### src/rtl/wr_buf_ctrl_if.sv
// -----------------------------------------------------------------------------
// wr_buf_ctrl_if
//   Bundles the write-strobe input, the memory write handshake and the
//   buffer status signals of wr_buf_ctrl.
//
//   master : environment side (drives wr_en, wr_data, mem_wr_ready)
//   slave  : wr_buf_ctrl side (drives mem_wr_*, full, empty, overflow, count)
//
//   Parameters must match those of the wr_buf_ctrl instance it connects to.
// -----------------------------------------------------------------------------
interface wr_buf_ctrl_if #(
    parameter int unsigned DATA_W = 8,
    parameter int unsigned ADDR_W = 4,
    parameter int unsigned DEPTH  = 4
);
    localparam int unsigned CNT_W = $clog2(DEPTH) + 1;

    logic              wr_en;
    logic [DATA_W-1:0] wr_data;
    logic              mem_wr_valid;
    logic [ADDR_W-1:0] mem_wr_addr;
    logic [DATA_W-1:0] mem_wr_data;
    logic              mem_wr_ready;
    logic              full;
    logic              empty;
    logic              overflow;
    logic [CNT_W-1:0]  count;

    modport master (
        output wr_en,
        output wr_data,
        output mem_wr_ready,
        input  mem_wr_valid,
        input  mem_wr_addr,
        input  mem_wr_data,
        input  full,
        input  empty,
        input  overflow,
        input  count
    );

    modport slave (
        input  wr_en,
        input  wr_data,
        input  mem_wr_ready,
        output mem_wr_valid,
        output mem_wr_addr,
        output mem_wr_data,
        output full,
        output empty,
        output overflow,
        output count
    );
endinterface

### src/rtl/wr_buf_ctrl.sv
// -----------------------------------------------------------------------------
// wr_buf_ctrl
//   Buffers single-cycle write strobes in a small FIFO and drains them to a
//   memory write port over a valid/ready handshake. Each drained word is
//   tagged with a sequential address that wraps modulo 2^ADDR_W.
//
//   Ports:
//     clk   : system clock, rising-edge active
//     rst_b : asynchronous active-low reset
//     bus   : wr_buf_ctrl_if slave modport
//               wr_en / wr_data          write strobe and its data
//               mem_wr_valid/addr/data   presented word
//               mem_wr_ready             memory accepts the presented word
//               full / empty / count     FIFO occupancy (output reg excluded)
//               overflow                 sticky, a strobe was dropped
//
//   Drain sequence: IDLE -> FETCH (pop head into output register) ->
//   PRESENT (valid high until accepted) -> FETCH or IDLE.
// -----------------------------------------------------------------------------
module wr_buf_ctrl #(
    parameter int unsigned          DATA_W    = 8,
    parameter int unsigned          ADDR_W    = 4,
    parameter int unsigned          DEPTH     = 4,
    parameter logic [ADDR_W-1:0]    BASE_ADDR = '0
) (
    input  logic        clk,
    input  logic        rst_b,
    wr_buf_ctrl_if.slave bus
);

    localparam int unsigned PTR_W = $clog2(DEPTH);
    localparam int unsigned CNT_W = PTR_W + 1;

    typedef enum logic [1:0] {
        StIdle,
        StFetch,
        StPresent
    } state_e;

    state_e             state_q, state_d;
    logic [DATA_W-1:0]  mem_q [DEPTH];
    logic [PTR_W-1:0]   wr_ptr_q, rd_ptr_q;
    logic [CNT_W-1:0]   count_q, count_d;
    logic [ADDR_W-1:0]  addr_q;
    logic [DATA_W-1:0]  data_q;
    logic               overflow_q;

    logic full_w;
    logic empty_w;
    logic push;
    logic drop;
    logic pop;
    logic handshake;

    assign full_w    = (count_q == CNT_W'(DEPTH));
    assign empty_w   = (count_q == '0);
    // A strobe against a full FIFO is dropped even if a pop frees a slot on
    // the same edge; keeps the push decision independent of the drain side.
    assign push      = bus.wr_en & ~full_w;
    assign drop      = bus.wr_en & full_w;
    assign pop       = (state_q == StFetch) & ~empty_w;
    assign handshake = (state_q == StPresent) & bus.mem_wr_ready;

    // Occupancy after this edge's push/pop accounting.
    always_comb begin
        count_d = count_q;
        if (push && !pop) begin
            count_d = count_q + CNT_W'(1);
        end else if (pop && !push) begin
            count_d = count_q - CNT_W'(1);
        end
    end

    always_comb begin
        state_d = state_q;
        unique case (state_q)
            StIdle: begin
                if (!empty_w) begin
                    state_d = StFetch;
                end
            end
            StFetch: begin
                state_d = empty_w ? StIdle : StPresent;
            end
            StPresent: begin
                // A push landing on the handshake edge counts, so an empty
                // FIFO receiving a word still goes straight to FETCH.
                if (handshake) begin
                    state_d = (count_d != '0) ? StFetch : StIdle;
                end
            end
            default: begin
                state_d = StIdle;
            end
        endcase
    end

    always_ff @(posedge clk or negedge rst_b) begin
        if (!rst_b) begin
            state_q    <= StIdle;
            wr_ptr_q   <= '0;
            rd_ptr_q   <= '0;
            count_q    <= '0;
            addr_q     <= BASE_ADDR;
            data_q     <= '0;
            overflow_q <= 1'b0;
        end else begin
            state_q <= state_d;
            count_q <= count_d;
            if (push) begin
                wr_ptr_q <= wr_ptr_q + PTR_W'(1);
            end
            if (pop) begin
                rd_ptr_q <= rd_ptr_q + PTR_W'(1);
                data_q   <= mem_q[rd_ptr_q];
            end
            if (handshake) begin
                addr_q <= addr_q + ADDR_W'(1);
            end
            if (drop) begin
                overflow_q <= 1'b1;
            end
        end
    end

    // Storage needs no reset; only slots behind the write pointer are read.
    always_ff @(posedge clk) begin
        if (push) begin
            mem_q[wr_ptr_q] <= bus.wr_data;
        end
    end

    assign bus.mem_wr_valid = (state_q == StPresent);
    assign bus.mem_wr_addr  = addr_q;
    assign bus.mem_wr_data  = data_q;
    assign bus.full         = full_w;
    assign bus.empty        = empty_w;
    assign bus.overflow     = overflow_q;
    assign bus.count        = count_q;

endmodule

### src/flat_wrapper.sv
// flat-port wrapper written by rule: the top's interface ports become plain ports
module wr_buf_ctrl_flat 
#(
    parameter int unsigned          DATA_W    = 8,
    parameter int unsigned          ADDR_W    = 4,
    parameter int unsigned          DEPTH     = 4,
    parameter logic [ADDR_W-1:0]    BASE_ADDR = '0
)
  (clk, rst_b, bus_wr_en, bus_wr_data, bus_mem_wr_ready, bus_mem_wr_valid, bus_mem_wr_addr, bus_mem_wr_data, bus_full, bus_empty, bus_overflow, bus_count);
  wr_buf_ctrl_if #(.DATA_W(DATA_W), .ADDR_W(ADDR_W), .DEPTH(DEPTH)) bus_i ();
  input  logic clk;
  input  logic rst_b;
  input wire logic [$bits(bus_i.wr_en)-1:0] bus_wr_en;
  input wire logic [$bits(bus_i.wr_data)-1:0] bus_wr_data;
  input wire logic [$bits(bus_i.mem_wr_ready)-1:0] bus_mem_wr_ready;
  output wire logic [$bits(bus_i.mem_wr_valid)-1:0] bus_mem_wr_valid;
  output wire logic [$bits(bus_i.mem_wr_addr)-1:0] bus_mem_wr_addr;
  output wire logic [$bits(bus_i.mem_wr_data)-1:0] bus_mem_wr_data;
  output wire logic [$bits(bus_i.full)-1:0] bus_full;
  output wire logic [$bits(bus_i.empty)-1:0] bus_empty;
  output wire logic [$bits(bus_i.overflow)-1:0] bus_overflow;
  output wire logic [$bits(bus_i.count)-1:0] bus_count;
  assign bus_i.wr_en = bus_wr_en;
  assign bus_i.wr_data = bus_wr_data;
  assign bus_i.mem_wr_ready = bus_mem_wr_ready;
  assign bus_mem_wr_valid = bus_i.mem_wr_valid;
  assign bus_mem_wr_addr = bus_i.mem_wr_addr;
  assign bus_mem_wr_data = bus_i.mem_wr_data;
  assign bus_full = bus_i.full;
  assign bus_empty = bus_i.empty;
  assign bus_overflow = bus_i.overflow;
  assign bus_count = bus_i.count;
  wr_buf_ctrl #(.DATA_W(DATA_W), .ADDR_W(ADDR_W), .DEPTH(DEPTH), .BASE_ADDR(BASE_ADDR)) u_core (.clk(clk), .rst_b(rst_b), .bus(bus_i));
endmodule
### config.mk
export PLATFORM = sky130hd
export DESIGN_NAME = wr_buf_ctrl_flat
export DESIGN_NICKNAME = d
export VERILOG_FILES = /design/src/rtl/wr_buf_ctrl_if.sv /design/src/rtl/wr_buf_ctrl.sv /design/src/flat_wrapper.sv
export SDC_FILE = /design/constraint.sdc
export NUM_CORES = 1
export LEC_CHECK = 0
export ABC_AREA = 1
export BUFFER_PORTS_ARGS = -buffer_cell sky130_fd_sc_hd__buf_2
export CORE_MARGIN = 1.5
export CORE_UTILIZATION = 25
export CTS_CLUSTER_DIAMETER = 30
export DETAILED_ROUTE_END_ITERATION = 12
export PLACE_DENSITY = 0.5
export SLEW_MARGIN = 10
export SYNTH_ARGS = -nofsm -noshare
export SYNTH_HDL_FRONTEND = slang
export SYNTH_SLANG_ARGS = --single-unit
### constraint.sdc
create_clock -name clk -period 3.6 [get_ports clk]
set_clock_uncertainty 0.15 [all_clocks]
set_input_delay 0.72 -clock clk [delete_from_list [all_inputs] [get_ports clk]]
set_output_delay 0.72 -clock clk [all_outputs]
set_load 0.05 [all_outputs]
* Word-level counts from Yosys, hierarchy flattened
Memories as Yosys holds them, arrays and structs flattened. A register that Yosys moved wholly into a read port is not among the register bits. Index checks and enable logic that the tools add are counted. Widths: inputs -> output; s select.
Word-level totals: bits in registers 14, bits in latches 0, memory bits (writable) 32, bits in read-only memories 0, bits of input ports 12, word-level logic and storage cells 41, memories 1
Cells by class: add/subtract/negate cells 5, multiply operators 0, divide/modulo/power cells 0, $lt $le $gt $ge 0, eq/ne operators 5, shift-type cells 0, multiplexer cells 9, bitwise logic cells 6, reductions and logical operators 9
Memories:
- u_core.mem_q | words 4, bits a word 8, read ports 1, clocked after Yosys merged registers in 1, write ports 1, RTL line wr_buf_ctrl.sv:41 | logic [DATA_W-1:0] mem_q [DEPTH];
Operator list (count):
- $mux 2 | 3
- $mux 3 | 2
- $pmux 2 s3 | 1
- $add 2x1->2 const B | 2
- $add 4x1->4 const B | 1
- $and 1x1->1 | 4
- $add 3x1->3 const B | 1
- $eq 3x3->1 const B | 1
- $logic_not 1->1 | 3
- $logic_not 3->1 | 1
- $mux 1 | 3
- $reduce_bool 3->1 | 1
- $sub 3x1->3 const B | 1
- $eq 2x1->1 const B | 1
- $eq 2x2->1 const B | 1
- $logic_and 1x1->1 | 2
- $logic_not 2->1 | 1
- $ne 2x1->1 const B | 1
- $ne 2x2->1 const B | 1
- $not 1->1 | 2
- $reduce_and 2->1 | 1

* Longest topological paths before layout
depth in word-level cells 11, gate-level depth with buffers 11, depth with buffers taken out 11

* Worst setup path after synthesis
No wires, ideal clock.
path type register to output, start point register u_core.count_q[0], in the netlist u_core.bus.count[0], end point output port bus_full, arrival time 1.383 ns, data required time 2.730 ns, path slack 1.347 ns, stages on the path, launching flop included 5, path buffers 0, cells stage by stage dfrtp_1 -> inv_1 -> ha_1 -> nand2_2 -> inv_1
On the way: longest elaborated chain between the ends 1
Ends and longest elaborated chain:
- start, declared | RTL line wr_buf_ctrl.sv:43 | logic [CNT_W-1:0] count_q, count_d;
- start signal, assigned | RTL line wr_buf_ctrl.sv:109 | count_q <= count_d;
- $eq 3x3->1 | RTL line wr_buf_ctrl.sv:55 | assign full_w = (count_q == CNT_W'(DEPTH));
- end, declared | RTL line flat_wrapper.sv:19 | output wire logic [$bits(bus_i.full)-1:0] bus_full;
Every way passes these cells.

* Worst setup path after layout
start point register u_core.count_q[0], in the netlist u_core.bus.count[0], end point output port bus_empty
On the way: longest elaborated chain between the ends 1
Ends and longest elaborated chain:
- $logic_not 3->1 | RTL line wr_buf_ctrl.sv:56 | assign empty_w = (count_q == '0);
- end, declared | RTL line flat_wrapper.sv:20 | output wire logic [$bits(bus_i.empty)-1:0] bus_empty;
Every way passes these cells.

==> results.toml <==
[worst_setup_path]
worstPathMaxFanout = 4
crit_path_max_incr_delay_ns = 0.41
series_of_cell_instances_along_the_critical_path = "inv_1, ha_1, nand2_2, inv_1, buf_2"
worst_path_max_delay_cell = "dfrtp_1"
critical_path_buf_inv_count = 3
crit_top_cell = "inv_1"
cp-end-kind = "output pin"
rrSetupSlack_ns = 1.62
worst-setup-path-type = "flip-flop to output pin"
critPathTopFamily = "buffers and inverters"
required_worst_endpoint_ns = 2.73
timing.critical_path.from_type = "flip-flop"
cp_data_arrival_time_ns = 1.48

[pwr]
vdd_drop_max_v = 0.000236
powerDensity_mw_per_mm2 = 943
power.static_leakage_uw = 0.00111
report.power.total_uw = 2500

[sta]
worstMarginPinSlew_ns = 0.752
timing.final.max_slew_violations = 0
clock_period_minus_final_worst_setup_slack_ns = 2.35
fmax_mhz = 425
timing.final.setup_violations = 0
layout_worst_path_cycle_share = 0.653
number_of_hold_violations_in_the_final_report = 0
worst_hold_slack_ns = 0.219
setup_total_negative_slack_ns = 0
timing.slew.headroom = 0.497
rsz0062_at_grt = "false"

[floorplan]
fp.coreArea_mm2 = 0.00881
chip_height_um = 98.9
floorplan.rows = 34
io-pin-count = 31
dieArea_mm2 = 0.00979
die-width_um = 98.9
initial_core_utilization = 0.261

[placement]
place_congestion = 0.720
dp.final_hpwl_mm = 3.04
portBuffers = 30

[cts]
cts_max_level = 2
cts_resized = 0
cts_tree = "built"
cts-root-buf = "clkbuf_8"
worst_setup_hold_path_clk_slew_ns = 0.10
clock_latency_on_the_worst_skew_pair_ns = 0.32
cts_made_buffers = 5
cts.hold.buffers_added = 0
cts-root-to-sink-buffers = 2
postCtsSetupBuffers = 0
clock_sink_count = 54

[global_route]
antenna_violations_before_repair = 0
largest_net_degree_at_the_start_of_global_routing = 23
overall_overflow_remaining_after_global_route = 0
grt_pass1_vias = 1464
grt_util_overall = 0.0956
first_pass_grt_wire_length_mm = 7.19

[synthesis]
synthesized_netlist_cell_count = 201
synth_sequential_area_ratio = 0.657
synth_seq_cells = 54
syn-cell-area_mm2 = 0.00230
synth-warning-count = 0
post_synth_mux_area_share = 0.00489
post_synth_xor_area_fraction = 0.0266
syn_area_per_cell_um2 = 11.4
netlist-cell-type-count = 24
synthesis.nets = 221
synth_compound_gate_area_share = 0.0761
largest_family_of_logic_cells_by_synthesized_area = "simple AND/OR/NAND/NOR gates"
area_share_of_and_or_nand_nor_cells_after_synthesis = 0.146
synth_adder_area_share = 0.0435

[layout]
n_antenna_cell = 0
mostFrequentLayoutCells = "50 x nor2_1, 32 x edfxtp_1, 30 x buf_2"
mostFrequentLayoutCell = "nor2_1"
layout-drive-gt1-share = 0.231
final_nets = 253
syn2layout_area_growth_pct = 15.2

[route]
ant_nets = 0
num_vias = 1438
dr.pass1.iters = 8
drc = 1
vias_per_cell = 4.20
detail_route.wl_per_cell_um = 12.6
detail_route.wirelength_mm = 4.30
drt-initial-drc-count = 64

[status]
violated_checks = "DRC"
status = "finished with violations"

[worst_hold_path]
worst_hold_path_type = "primary input to async pin"

[job]
cap_violations = 0
layer usage:
layer	GRT usage	routed length, µm	up-vias
met2	0.153	2050	24
li1	-	-	729
met1	0.125	2030	679
met5	0	0	-
met3	0.0220	145	6
met4	0.0396	77	0
Yosys cell counts:
library cell / count / share of area
nor2_2: 3 / 0.0082
inv_2: 3 / 0.0049
a21oi_2: 2 / 0.0076
mux2_1: 1 / 0.0049
o21ai_0: 17 / 0.037
o31ai_1: 2 / 0.0065
xor2_1: 4 / 0.015
nand2_1: 11 / 0.018
nor2_1: 50 / 0.082
clkinv_2: 1 / 0.0022
inv_1: 16 / 0.026
dfrtp_1: 22 / 0.24
xnor2_1: 3 / 0.011
a31oi_1: 8 / 0.022
edfxtp_1: 32 / 0.42
nand2_2: 3 / 0.0082
ha_1: 8 / 0.044
a21o_1: 1 / 0.0033
nand3_1: 5 / 0.011
buf_2: 3 / 0.0065
buf_6: 1 / 0.0049
nand3_2: 1 / 0.0044
nand2_4: 3 / 0.015
clkbuf_1: 1 / 0.0016
kinds of logic (layout without fill, tap and decap cells):
kind of cell	count (synthesis)	in the layout
buf+inv	25	58
mux	1	1
flops	54	54
xor+xnor	7	7
simple gates	76	76
fa+ha+maj	8	8
compound gates	30	30
sequential cells by signal, summed over array words and instances, names as in the netlist:
signal / flops
u_core.state_q: 2
u_core.bus.mem_wr_data: 8
u_core.bus.overflow: 1
u_core.mem_q: 32
u_core.wr_ptr_q: 2
u_core.bus.mem_wr_addr: 4
u_core.rd_ptr_q: 2
u_core.bus.count: 3
report_power, final:
group | internal [µW] | switching, µW | total (µW)
clock | 144 | 217 | 361
sequential | 860 | 148 | 1010
combinational | 315 | 818 | 1130
total | 1320 | 1180 | 2500
through the flow:
stage	worst slack, ns	utilization	cell area (µm²)	cells
final	1.25	0.301	2650	342
after global routing	1.16	0.301	2650	342
after detailed placement	1.51	0.290	2560	334
after global placement	1.52	0.290	2560	334
after CTS	1.21	0.301	2650	342
after floorplan	1.35	-	2300	201
final cells by class:
class                   instances  area [µm²]
clock buffers                   5        68.8
clock inverters                 3        26.3
fillers                       901        6150
inverters                      20        76.3
multi-input cells             122         683
flip-flops and latches         54        1510
well taps                     108         135
repair buffers                 30         150
worst paths after layout:
path / cells after the start / end / from
worst max-delay path: 5 / bus_empty / u_core.bus.count[0]$_DFF_PN0_
worst min-delay path: 1 / u_core.bus.mem_wr_addr[3]$_DFFE_PN0P_ / rst_b
worst max register to register: 5 / u_core.mem_q[1][5]$_DFFE_PP_ / u_core.bus.count[0]$_DFF_PN0_
min in group clk: 1 / u_core.bus.overflow$_DFFE_PN0P_ / u_core.bus.overflow$_DFFE_PN0P_
max in group asynchronous: 1 / u_core.bus.mem_wr_data[5]$_DFFE_PN0P_ / rst_b
worst min register to register: 1 / u_core.bus.overflow$_DFFE_PN0P_ / u_core.bus.overflow$_DFFE_PN0P_
No activity file was read; power rests on OpenSTA's default activity.
